$ cat config.mk
export PLATFORM = sky130hd
export DESIGN_NAME = custom_axi_ip_engine
export DESIGN_NICKNAME = d
export VERILOG_FILES = /design/src/rtl/custom_axi_ip_pkg.sv /design/src/rtl/custom_axi_ip_rr_arb.sv /design/src/rtl/custom_axi_ip_engine.sv
export SDC_FILE = /design/constraint.sdc
export NUM_CORES = 1
export LEC_CHECK = 0
export CAP_MARGIN = 30
export CELL_PAD_IN_SITES_DETAIL_PLACEMENT = 1
export CELL_PAD_IN_SITES_GLOBAL_PLACEMENT = 1
export CORE_MARGIN = 2
export CORE_UTILIZATION = 30
export DETAILED_ROUTE_END_ITERATION = 12
export GPL_TIMING_DRIVEN = 0
export PLACE_DENSITY = 0.66
export SETUP_SLACK_MARGIN = 0.15
export SLEW_MARGIN = 25
export SYNTH_ARGS = -nofsm -noshare
export SYNTH_HDL_FRONTEND = slang
export SYNTH_SLANG_ARGS = --single-unit
$ cat constraint.sdc
create_clock -name clk_i -period 10.1 [get_ports clk_i]
set_clock_uncertainty 0.1 [all_clocks]
set_input_delay 1.01 -clock clk_i [delete_from_list [all_inputs] [get_ports clk_i]]
set_output_delay 1.01 -clock clk_i [all_outputs]
set_load 0.05 [all_outputs]
$ cat src/rtl/custom_axi_ip_pkg.sv
// Shared types for the multi-channel register-to-hardware processing engine.
package custom_axi_ip_pkg;

    typedef enum logic [1:0] {
        IDLE  = 2'b00,
        BUSY  = 2'b01,
        DONE  = 2'b10,
        ERROR = 2'b11
    } status_e;

    typedef enum logic [1:0] {
        OP_ADD  = 2'b00,
        OP_SUB  = 2'b01,
        OP_XOR  = 2'b10,
        OP_RSVD = 2'b11
    } op_e;

    // Channel index width, never narrower than one bit.
    function automatic int ch_width(input int n);
        return (n > 1) ? $clog2(n) : 1;
    endfunction

endpackage

$ cat src/rtl/custom_axi_ip_rr_arb.sv
// Round-robin arbiter: picks the first requesting channel after the previous winner.
module custom_axi_ip_rr_arb
    import custom_axi_ip_pkg::*;
#(
    parameter int NUM_CH = 4,
    parameter int CH_W   = ch_width(NUM_CH)
) (
    input  logic              clk_i,
    input  logic              rst_i,
    input  logic [NUM_CH-1:0] req_i,
    input  logic              advance_i,
    output logic [CH_W-1:0]   gnt_idx_o,
    output logic              gnt_valid_o
);

    logic [CH_W-1:0] r_last;
    logic [CH_W-1:0] w_cand;
    logic            w_found;

    // rotating-priority scan starting one past the last winner
    always_comb begin
        gnt_idx_o = {CH_W{1'b0}};
        w_found   = 1'b0;
        w_cand    = {CH_W{1'b0}};
        for (int i = 1; i <= NUM_CH; i++) begin
            w_cand = CH_W'((int'(r_last) + i) % NUM_CH);
            if (!w_found && req_i[w_cand]) begin
                gnt_idx_o = w_cand;
                w_found   = 1'b1;
            end else begin
                w_found = w_found;
            end
        end
        gnt_valid_o = w_found;
    end

    // remember the most recent winner
    always_ff @(posedge clk_i) begin
        if (rst_i) begin
            r_last <= {CH_W{1'b0}};
        end else if (advance_i) begin
            r_last <= gnt_idx_o;
        end else begin
            r_last <= r_last;
        end
    end

endmodule

$ cat src/rtl/custom_axi_ip_engine.sv
// Multi-channel processing engine: queues one request per channel and serves them
// round-robin through a shared IDLE/BUSY/DONE/ERROR job FSM.
module custom_axi_ip_engine
    import custom_axi_ip_pkg::*;
#(
    parameter int DATA_WIDTH = 32,
    parameter int NUM_CH     = 4,
    parameter int ITER_W     = 4
) (
    input  logic                         clk_i,
    input  logic                         rst_i,
    input  logic [NUM_CH*DATA_WIDTH-1:0] ipreg_data_i,
    input  logic [NUM_CH-1:0]            enable_i,
    input  logic [1:0]                   op_i,
    input  logic [DATA_WIDTH-1:0]        operand_i,
    input  logic [ITER_W-1:0]            iter_i,
    input  logic                         clear_i,
    output logic [DATA_WIDTH-1:0]        ipreg_data_o,
    output logic [ch_width(NUM_CH)-1:0]  ch_o,
    output logic                         wen_o,
    output logic                         ovf_o,
    output status_e                      status_o,
    output logic [NUM_CH-1:0]            pending_o,
    output logic [NUM_CH-1:0]            overrun_o
);

    localparam int CH_W = ch_width(NUM_CH);

    status_e               r_state;
    op_e                   r_op;
    logic [DATA_WIDTH-1:0] r_acc;
    logic [DATA_WIDTH-1:0] r_operand;
    logic [ITER_W-1:0]     r_cnt;
    logic                  r_ovf;
    logic [NUM_CH-1:0]     r_pending;
    logic [NUM_CH-1:0]     r_overrun;
    logic [DATA_WIDTH-1:0] r_data [NUM_CH];
    logic [CH_W-1:0]       r_ch;
    logic                  r_wen;
    logic                  r_ovf_o;
    logic [DATA_WIDTH-1:0] r_dout;

    logic [CH_W-1:0]       w_gnt_idx;
    logic                  w_gnt_valid;
    logic                  w_grant;
    logic [NUM_CH-1:0]     w_gnt_vec;
    logic [NUM_CH-1:0]     w_drop;
    logic [DATA_WIDTH:0]   w_alu;

    // Result carries the ADD carry-out / SUB borrow in its top bit.
    function automatic logic [DATA_WIDTH:0] alu_f(input op_e op,
                                                  input logic [DATA_WIDTH-1:0] a,
                                                  input logic [DATA_WIDTH-1:0] b);
        case (op)
            OP_ADD:  alu_f = {1'b0, a} + {1'b0, b};
            OP_SUB:  alu_f = {1'b0, a} - {1'b0, b};
            OP_XOR:  alu_f = {1'b0, a ^ b};
            default: alu_f = {1'b0, a};
        endcase
    endfunction

    custom_axi_ip_rr_arb #(
        .NUM_CH (NUM_CH),
        .CH_W   (CH_W)
    ) u_arb (
        .clk_i       (clk_i),
        .rst_i       (rst_i),
        .req_i       (r_pending),
        .advance_i   (w_grant),
        .gnt_idx_o   (w_gnt_idx),
        .gnt_valid_o (w_gnt_valid)
    );

    // grant decode and request-drop detection
    always_comb begin
        w_grant              = (r_state == IDLE) && w_gnt_valid;
        w_gnt_vec            = {NUM_CH{1'b0}};
        w_gnt_vec[w_gnt_idx] = w_grant;
        w_drop               = enable_i & r_pending & ~w_gnt_vec;
        w_alu                = alu_f(r_op, r_acc, r_operand);
    end

    // request queue: a new request beats a same-edge grant, a repeat is dropped
    always_ff @(posedge clk_i) begin
        if (rst_i) begin
            r_pending <= {NUM_CH{1'b0}};
            r_overrun <= {NUM_CH{1'b0}};
            for (int c = 0; c < NUM_CH; c++) begin
                r_data[c] <= {DATA_WIDTH{1'b0}};
            end
        end else begin
            r_pending <= (r_pending & ~w_gnt_vec) | enable_i;
            r_overrun <= (clear_i ? {NUM_CH{1'b0}} : r_overrun) | w_drop;
            for (int c = 0; c < NUM_CH; c++) begin
                if (enable_i[c] && !w_drop[c]) begin
                    r_data[c] <= ipreg_data_i[c*DATA_WIDTH +: DATA_WIDTH];
                end else begin
                    r_data[c] <= r_data[c];
                end
            end
        end
    end

    // job FSM with accumulator/counter datapath and registered result outputs
    always_ff @(posedge clk_i) begin
        if (rst_i) begin
            r_state   <= IDLE;
            r_op      <= OP_ADD;
            r_acc     <= {DATA_WIDTH{1'b0}};
            r_operand <= {DATA_WIDTH{1'b0}};
            r_cnt     <= {ITER_W{1'b0}};
            r_ovf     <= 1'b0;
            r_ch      <= {CH_W{1'b0}};
            r_wen     <= 1'b0;
            r_ovf_o   <= 1'b0;
            r_dout    <= {DATA_WIDTH{1'b0}};
        end else begin
            r_wen <= 1'b0;
            case (r_state)
                IDLE: begin
                    if (w_gnt_valid) begin
                        r_acc     <= r_data[w_gnt_idx];
                        r_op      <= op_e'(op_i);
                        r_operand <= operand_i;
                        r_cnt     <= iter_i;
                        r_ovf     <= 1'b0;
                        r_ch      <= w_gnt_idx;
                        if (op_e'(op_i) == OP_RSVD) begin
                            r_state <= ERROR;
                        end else if (iter_i == {ITER_W{1'b0}}) begin
                            r_state <= DONE;
                        end else begin
                            r_state <= BUSY;
                        end
                    end else begin
                        r_state <= IDLE;
                    end
                end
                BUSY: begin
                    r_acc <= w_alu[DATA_WIDTH-1:0];
                    r_ovf <= r_ovf | w_alu[DATA_WIDTH];
                    r_cnt <= r_cnt - ITER_W'(1);
                    if (r_cnt == ITER_W'(1)) begin
                        r_state <= DONE;
                    end else begin
                        r_state <= BUSY;
                    end
                end
                DONE: begin
                    r_wen   <= 1'b1;
                    r_dout  <= r_acc;
                    r_ovf_o <= r_ovf;
                    r_state <= IDLE;
                end
                ERROR: begin
                    if (clear_i) begin
                        r_state <= IDLE;
                    end else begin
                        r_state <= ERROR;
                    end
                end
                default: r_state <= IDLE;
            endcase
        end
    end

    assign ipreg_data_o = r_dout;
    assign ch_o         = r_ch;
    assign wen_o        = r_wen;
    assign ovf_o        = r_ovf_o;
    assign status_o     = r_state;
    assign pending_o    = r_pending;
    assign overrun_o    = r_overrun;

endmodule

Yosys cells after proc, flatten, opt, wreduce, memory -nomap -nowiden
Memories as Yosys holds them, arrays and structs flattened.
Index checks and enable logic that the tools add are counted.
Storage, ports and cells
  flip-flop bits (word level): 119
  RAM bits: 128
  bits of input ports: 173
  word-level logic and storage cells: 151
  memories: 1
Memory list
  r_data: depth 4, width 32, read ports 1, clocked after memory_dff 0, wr ports 4, RTL line custom_axi_ip_engine.sv:37  | logic [DATA_WIDTH-1:0] r_data [NUM_CH];
Operators by class
  $add $sub $neg: 7
  magnitude comparators: 6
  eq/ne operators: 13
  mux-type cells: 67
  bitwise gates (word level): 17
  reductions and logical operators: 27
Operators by type and width (number)
  $mux 32: 9
  $pmux 33 s3: 1
  $pmux 32 s2: 1
  $mux 1: 37
  $add 32x32->33: 1
  $sub 32x32->33: 1
  $xor 32x32->32: 1
  $mux 2: 9
  $and 4x4->4: 4
  $lt 2x3->1 const B: 5
  $reduce_and 2->1: 6
  $logic_and 1x1->1: 9
  $or 1x1->1: 9
  $bmux 1 s2: 4
  $eq 2x2->1 const B: 4
  $mux 4: 2
  $or 4x4->4: 2
  $pmux 2 s4: 1
  $pmux 4 s2: 1
  $logic_not 1->1: 7
  $add 2x1->2 const B: 2
  $add 2x2->2 const B: 2
  $eq 2x1->1 const B: 2
  $eq 4x1->1 const B: 1
  other kinds (12): 16

Logic depth before layout (Yosys ltp)
  word-level depth: 27
  gate-level depth with buffers: 19
  mapped depth without buffers: 17

By module
Synthesis repeated with hierarchy kept, for this count alone.
Unflattened totals
  cell total of the unflattened synthesis: 1343
  area, all modules: 13110.1 µm²
Modules (own cells, without submodules)
  custom_axi_ip_engine: instances 1, cells each 1323, area each 12947.4 µm², seq. area each 6185.9 µm²
  custom_axi_ip_rr_arb: instances 1, cells each 20, area each 162.7 µm², seq. area each 40.0 µm²

Worst setup path before layout
Ideal clock, no wire load.
  path type: reg-to-reg
  start point: reg r_operand[7]
  end point: reg r_acc[30]
  setup time: 0.117 ns
  arrival: 3.498 ns
  data required time: 9.883 ns
  path slack: 6.385 ns
  stages on the path, launching flop included: 20
  period minus slack after synthesis: 3.715 ns
  path through: dfxtp_1 > clkbuf_1 > nor4_2 > nand2b_1 > nor3_2 > nand2_1 > nor2_2 > nand3b_1 > o21ai_0 > xor2_1 > ha_1 > clkbuf_1 > a21oi_1 > o21ai_1 > a211oi_1 > o21ai_0 > a31oi_1 > xor2_1 > o221ai_1 > a32o_1
On the way
  longest elaborated chain between the ends: 3
  elaborated cells on any way between the ends: 4
Ends and longest elaborated chain
  start: declaration: RTL line custom_axi_ip_engine.sv:32  | logic [DATA_WIDTH-1:0] r_operand;
  start signal: assignment: RTL line custom_axi_ip_engine.sv:110  | r_operand <= {DATA_WIDTH{1'b0}};
  start signal: assignment: RTL line custom_axi_ip_engine.sv:124  | r_operand <= operand_i;
  $sub 32x32->33 / $add 32x32->33 (equally long branches): RTL line custom_axi_ip_engine.sv:56, custom_axi_ip_engine.sv:55
  $pmux 33 s3 *: RTL line custom_axi_ip_engine.sv:54  | case (op)
  $pmux 32 s2 *: RTL line custom_axi_ip_engine.sv:119  | case (r_state)
  end signal: assignment: RTL line custom_axi_ip_engine.sv:109  | r_acc <= {DATA_WIDTH{1'b0}};
  end signal: assignment: RTL line custom_axi_ip_engine.sv:122  | r_acc <= r_data[w_gnt_idx];
  end signal: assignment: RTL line custom_axi_ip_engine.sv:140  | r_acc <= w_alu[DATA_WIDTH-1:0];
  end: declaration: RTL line custom_axi_ip_engine.sv:31  | logic [DATA_WIDTH-1:0] r_acc;
Every way passes the cells marked *; elsewhere a longest branch is shown, timed or not.
A chain may end at the register's enable or synchronous reset.

Worst setup path in the final report
  start point: reg r_op[1]
  end point: reg r_ovf
On the way
  longest elaborated chain between the ends: 4
  elaborated cells on any way between the ends: 6
Ends and longest elaborated chain
  start: declaration: RTL line custom_axi_ip_engine.sv:30  | op_e r_op;
  start signal: assignment: RTL line custom_axi_ip_engine.sv:123  | r_op <= op_e'(op_i);
  $eq 2x2->1, or another cell as far along: RTL line custom_axi_ip_engine.sv:54
  $pmux 33 s3 *: RTL line custom_axi_ip_engine.sv:54
  $or 1x1->1 *: RTL line custom_axi_ip_engine.sv:141  | r_ovf <= r_ovf | w_alu[DATA_WIDTH];
  $pmux 1 s2 *: RTL line custom_axi_ip_engine.sv:119
  end signal: assignment: RTL line custom_axi_ip_engine.sv:141
  end: declaration: RTL line custom_axi_ip_engine.sv:34  | logic r_ovf;
Marks and branches as above.

==> out/qor_table.md <==
| Step | Result | Reported |
|---|---|---|
| synth | Fraction of post-synthesis cell area in the top cell type by area | 28.50% |
| synth | Number of cells produced by synthesis | 1545 |
| synth | Leading cell types by total area after synthesis | edfxtp_1 28%, dfxtp_1 17%, nand2_1 9.0%, and2_1 6.1%, a21oi_1 5.5% |
| synth | Synth unique cells | 78 |
| placed design | Port bufs | 218 |
| grt | Maximum number of pins on one net before global-route repair | 24 |
| clocking | Post-CTS setup buffer count | 0 |
| power | Combinational share of power | 42.4% |
| synth | Proportion of synthesized flip-flops having asynchronous set or reset | 0% |
| floorplan | # IOs | 219 |
| drt | Violation count after the first detailed-route iteration | 747 |
| critical path | Worst EP arrival | 5.25 ns |
| synth | Portion of the post-synthesis area used by sequential elements | 45.86% |
| critical path | Critical path endpoint category | register |
| critical path | Critical path launch point type | register |
| clocking | CTS root buf | clkbuf_16 |
| power | Post-layout power | 4.063 mW |
| cells and area | Nets | 2008 |
| floorplan | Effective utilization at floorplan | 30.43% |
| floorplan | Number of core rows | 77 |
| synth | Net Count, Synth | 1754 |
| cells and area | Area delta synth->final | 29.25% |
| timing | Hold Violations, Final | 0 |
| status | Run status | complete, no violations |
| grt | First-pass GRT wire length | 80650 um |
| grt | Overflow after GRT | 0 |
| synth | Per-instance average area after synthesis | 8.730 um2 |
| cells and area | Share of cells above drive strength 1 | 5.546% |
| clocking | Clock edge transition at the registers on the reported setup and hold paths | 0.06 ns |
| critical path | Type of the worst setup path | register to register |
| cells and area | Number of antenna repair diodes | 0 |
| clocking | Maximum number of buffers from clock root to sink | 3 |
| clocking | Number of clock sinks | 245 |
| clocking | Hold buffer count at cts | 0 |
| drt | First-pass detailed-route iteration total | 5 |
| cells and area | Leading cell types in the layout, fill and taps excluded | 319 x nand2_1, 218 x clkdlybuf4s50_1, 148 x a21oi_1, 132 x and2_1, 128 x edfxtp_1 |
| power | Leakage | 6.583 nW |
| power | Pint | 2.376 mW |
| synth | Synth Flop Type | edfxtp_1 |
| synth | Count of flip-flops with a built-in enable after synthesis | 128 |
| clocking | Number of CTS-inserted buffers | 29 |
| timing | Part of the cycle the worst path needs | 47.76% |
| power | Switching share of power | 41.51% |
| floorplan | Die width | 216.0 um |
| power | Part of the power in the clock network | 24.8% |
| critical path | WP data required | 10.53 ns |
| floorplan | Die height | 216.0 um |
| drt | Vias | 12460 |
| job | Max-capacitance violation count | 0 |
| timing | Worst-case headroom to the max-slew limit | 33.61% |
| clocking | Clock latency at the later pin of the worst-skew pair | 0.59 ns |
| cells and area | Commonest non-fill, non-tap cell in the layout | nand2_1 |
| timing | Setup Viol. Count Final | 0 |
| clocking | Number of cells upsized or downsized after cts | 0 |
| timing | Setup TNS | 0 ns |
| power | Power Dens Cells | 233.0 nW/um2 |
| floorplan | Die area | 46670 um2 |
| grt | Vias in the first global route | 13120 |
| critical path | Maximum net fanout on the critical path | 10 |
| drt | Antenna-violating nets left | 0 |
| clocking | TritonCTS clock tree | done |
| cells and area | Fill cell count | 5203 |
| timing | Achievable clock frequency | 207.3 MHz |
| grt | Antenna violations before repair | 0 |
| synth | Mapped cell area | 13490 um2 |
| drt | Total wire length after detailed routing | 54070 um |
| timing | Count of pins over their slew limit | 0 |
| floorplan | Core footprint | 44320 um2 |
| timing | Min cycle time layout | 4.824 ns |
| power | Peak supply drop | 0.0001334 V |
| placed design | Placer congestion estimate | 0.9237 |
| timing | Slew at the pin with the worst max-slew slack | 0.9922 ns |
| drt | Via/cell ratio | 5.164 |
| drt | Drc violations | 0 |
| clocking | Htree depth | 1 |
| grt | Total Routing Usage GR | 22.94% |
| placed design | Half-perimeter wire length after detailed placement | 42980 um |
| synth | Yosys warning total | 0 |
| synth | Number of flip-flops and latches in the synthesized netlist | 245 |
| timing | RSZ-0062 raised after global routing | false |
| worst hold path | Hold/Removal Path Class | register to register |
| power | Part of the power in registers | 32.8% |
| drt | Routed length per placed instance | 22.41 um |
| synth | Area leader, netlist | edfxtp_1 |
| power | P_sw | 1.686 mW |
[layout make-up]
type | count | area [um2] | area share, %
buffer | 99 | 411.6 | 2.361
clock buffer | 39 | 783.3 | 4.493
clock inverter | 14 | 115.1 | 0.6603
inverter | 29 | 108.9 | 0.6244
multi-input combinational | 1172 | 6798 | 38.99
sequential | 245 | 6186 | 35.48
tap | 592 | 740.7 | 4.249
timing repair buffer | 223 | 2290 | 13.13
[critical path: stages, from the launching register on]
cell and delay (ns):
dfxtp_1 0.54, inv_1 0.16, nand2_1 0.33, buf_1 0.67, o21ai_0 0.33, fa_1 0.52, and2b_1 0.24, o2111ai_1 0.14
a21oi_1 0.35, a21oi_1 0.18, o2111ai_1 0.46, a32oi_1 0.27, or3_1 0.39, nand3_1 0.08
[power by group through the flow]
stage | Sequential, mW | Clock (mW) | Combinational [mW]
after floorplan | 1.32 | 0 | 1.08
after global placement | 1.35 | 0 | 1.65
after detailed placement | 1.35 | 0 | 1.69
after CTS | 1.33 | 1.03 | 1.70
after global routing | 1.35 | 1.06 | 1.87
final | 1.33 | 1.01 | 1.72
[metal layers]
| layer | track usage, % | vias to the layer above | wire length, um |
|---|---|---|---|
| met3 | 3.946 | 91 | 3037 |
| met4 | 7.808 | 0 | 1921 |
| met5 | 0 | - | 0 |
| met1 | 29.93 | 6016 | 24090 |
| li1 | - | 5956 | - |
| met2 | 38.36 | 397 | 25020 |
[final timing paths]
path	end	startpoint	cells past startpoint	slack (ns)
setup / recovery	r_ovf	r_op[1]	13	5.28
setup reg to reg	r_ovf	r_op[1]	13	5.28
hold / removal	ipreg_data_o[21]	ipreg_data_o[21]	2	0.36
hold reg to reg	ipreg_data_o[21]	ipreg_data_o[21]	2	0.36
[sequential cells by signal (all words and copies together), names as in the netlist]
signal and cells:
ovf_o 1, r_cnt 4, r_op 2, wen_o 1, ch_o 1, r_ovf 1
ipreg_data_o 32, status_o 2, r_data 128, u_arb.r_last 1, pending_o 4, overrun_o 4
r_acc 32, r_operand 32
[Yosys cell counts (10+ instances only)]
master    count
and2_1      132
a211oi_1     17
o22ai_1      15
inv_1        29
nor4_1       11
o21ai_0      48
nand3_1      57
clkbuf_1     61
nand2_1     323
nor3_1       18
nor2_1       73
o21ai_1      10
dfxtp_1     117
a21oi_1     148
nand2b_1     11
edfxtp_1    128
a21o_1       17
and3_1       11
ha_1         35
a31oi_1      24
nor2b_1      13
xor2_1       25
buf_2        26
mux2i_1      10
xnor2_1      40
nor3b_1      11
buf_1        11
[logic make-up (layout without fill, tap and decap cells)]
group | count (synthesis) | in the layout | synth area share, %
xor gates and xnor gates | 65 | 65 | 4.221
buffers and inverters | 128 | 404 | 3.859
AOI/OAI and AO/OA | 367 | 367 | 17.18
and+or+nand+nor | 694 | 694 | 24.74
muxes | 10 | 10 | 0.7421
adders and majority gates | 36 | 36 | 3.395
DFF | 245 | 245 | 45.86
[through the flow]
step,std cells,hold slack [ns],cell area (um2),util [%],setup slack [ns]
2_1_floorplan,1545,0.3319,13490,-,6.385
3_3_place_gp,2355,0.3430,16410,37.03,5.429
3_5_place_dp,2360,0.3514,16530,37.31,5.383
4_1_cts,2413,0.3586,17430,39.34,5.342
5_1_grt,2413,0.3812,17430,39.34,4.828
6_report,2413,0.3553,17430,39.34,5.276
Power figures use the tool's default switching activity.
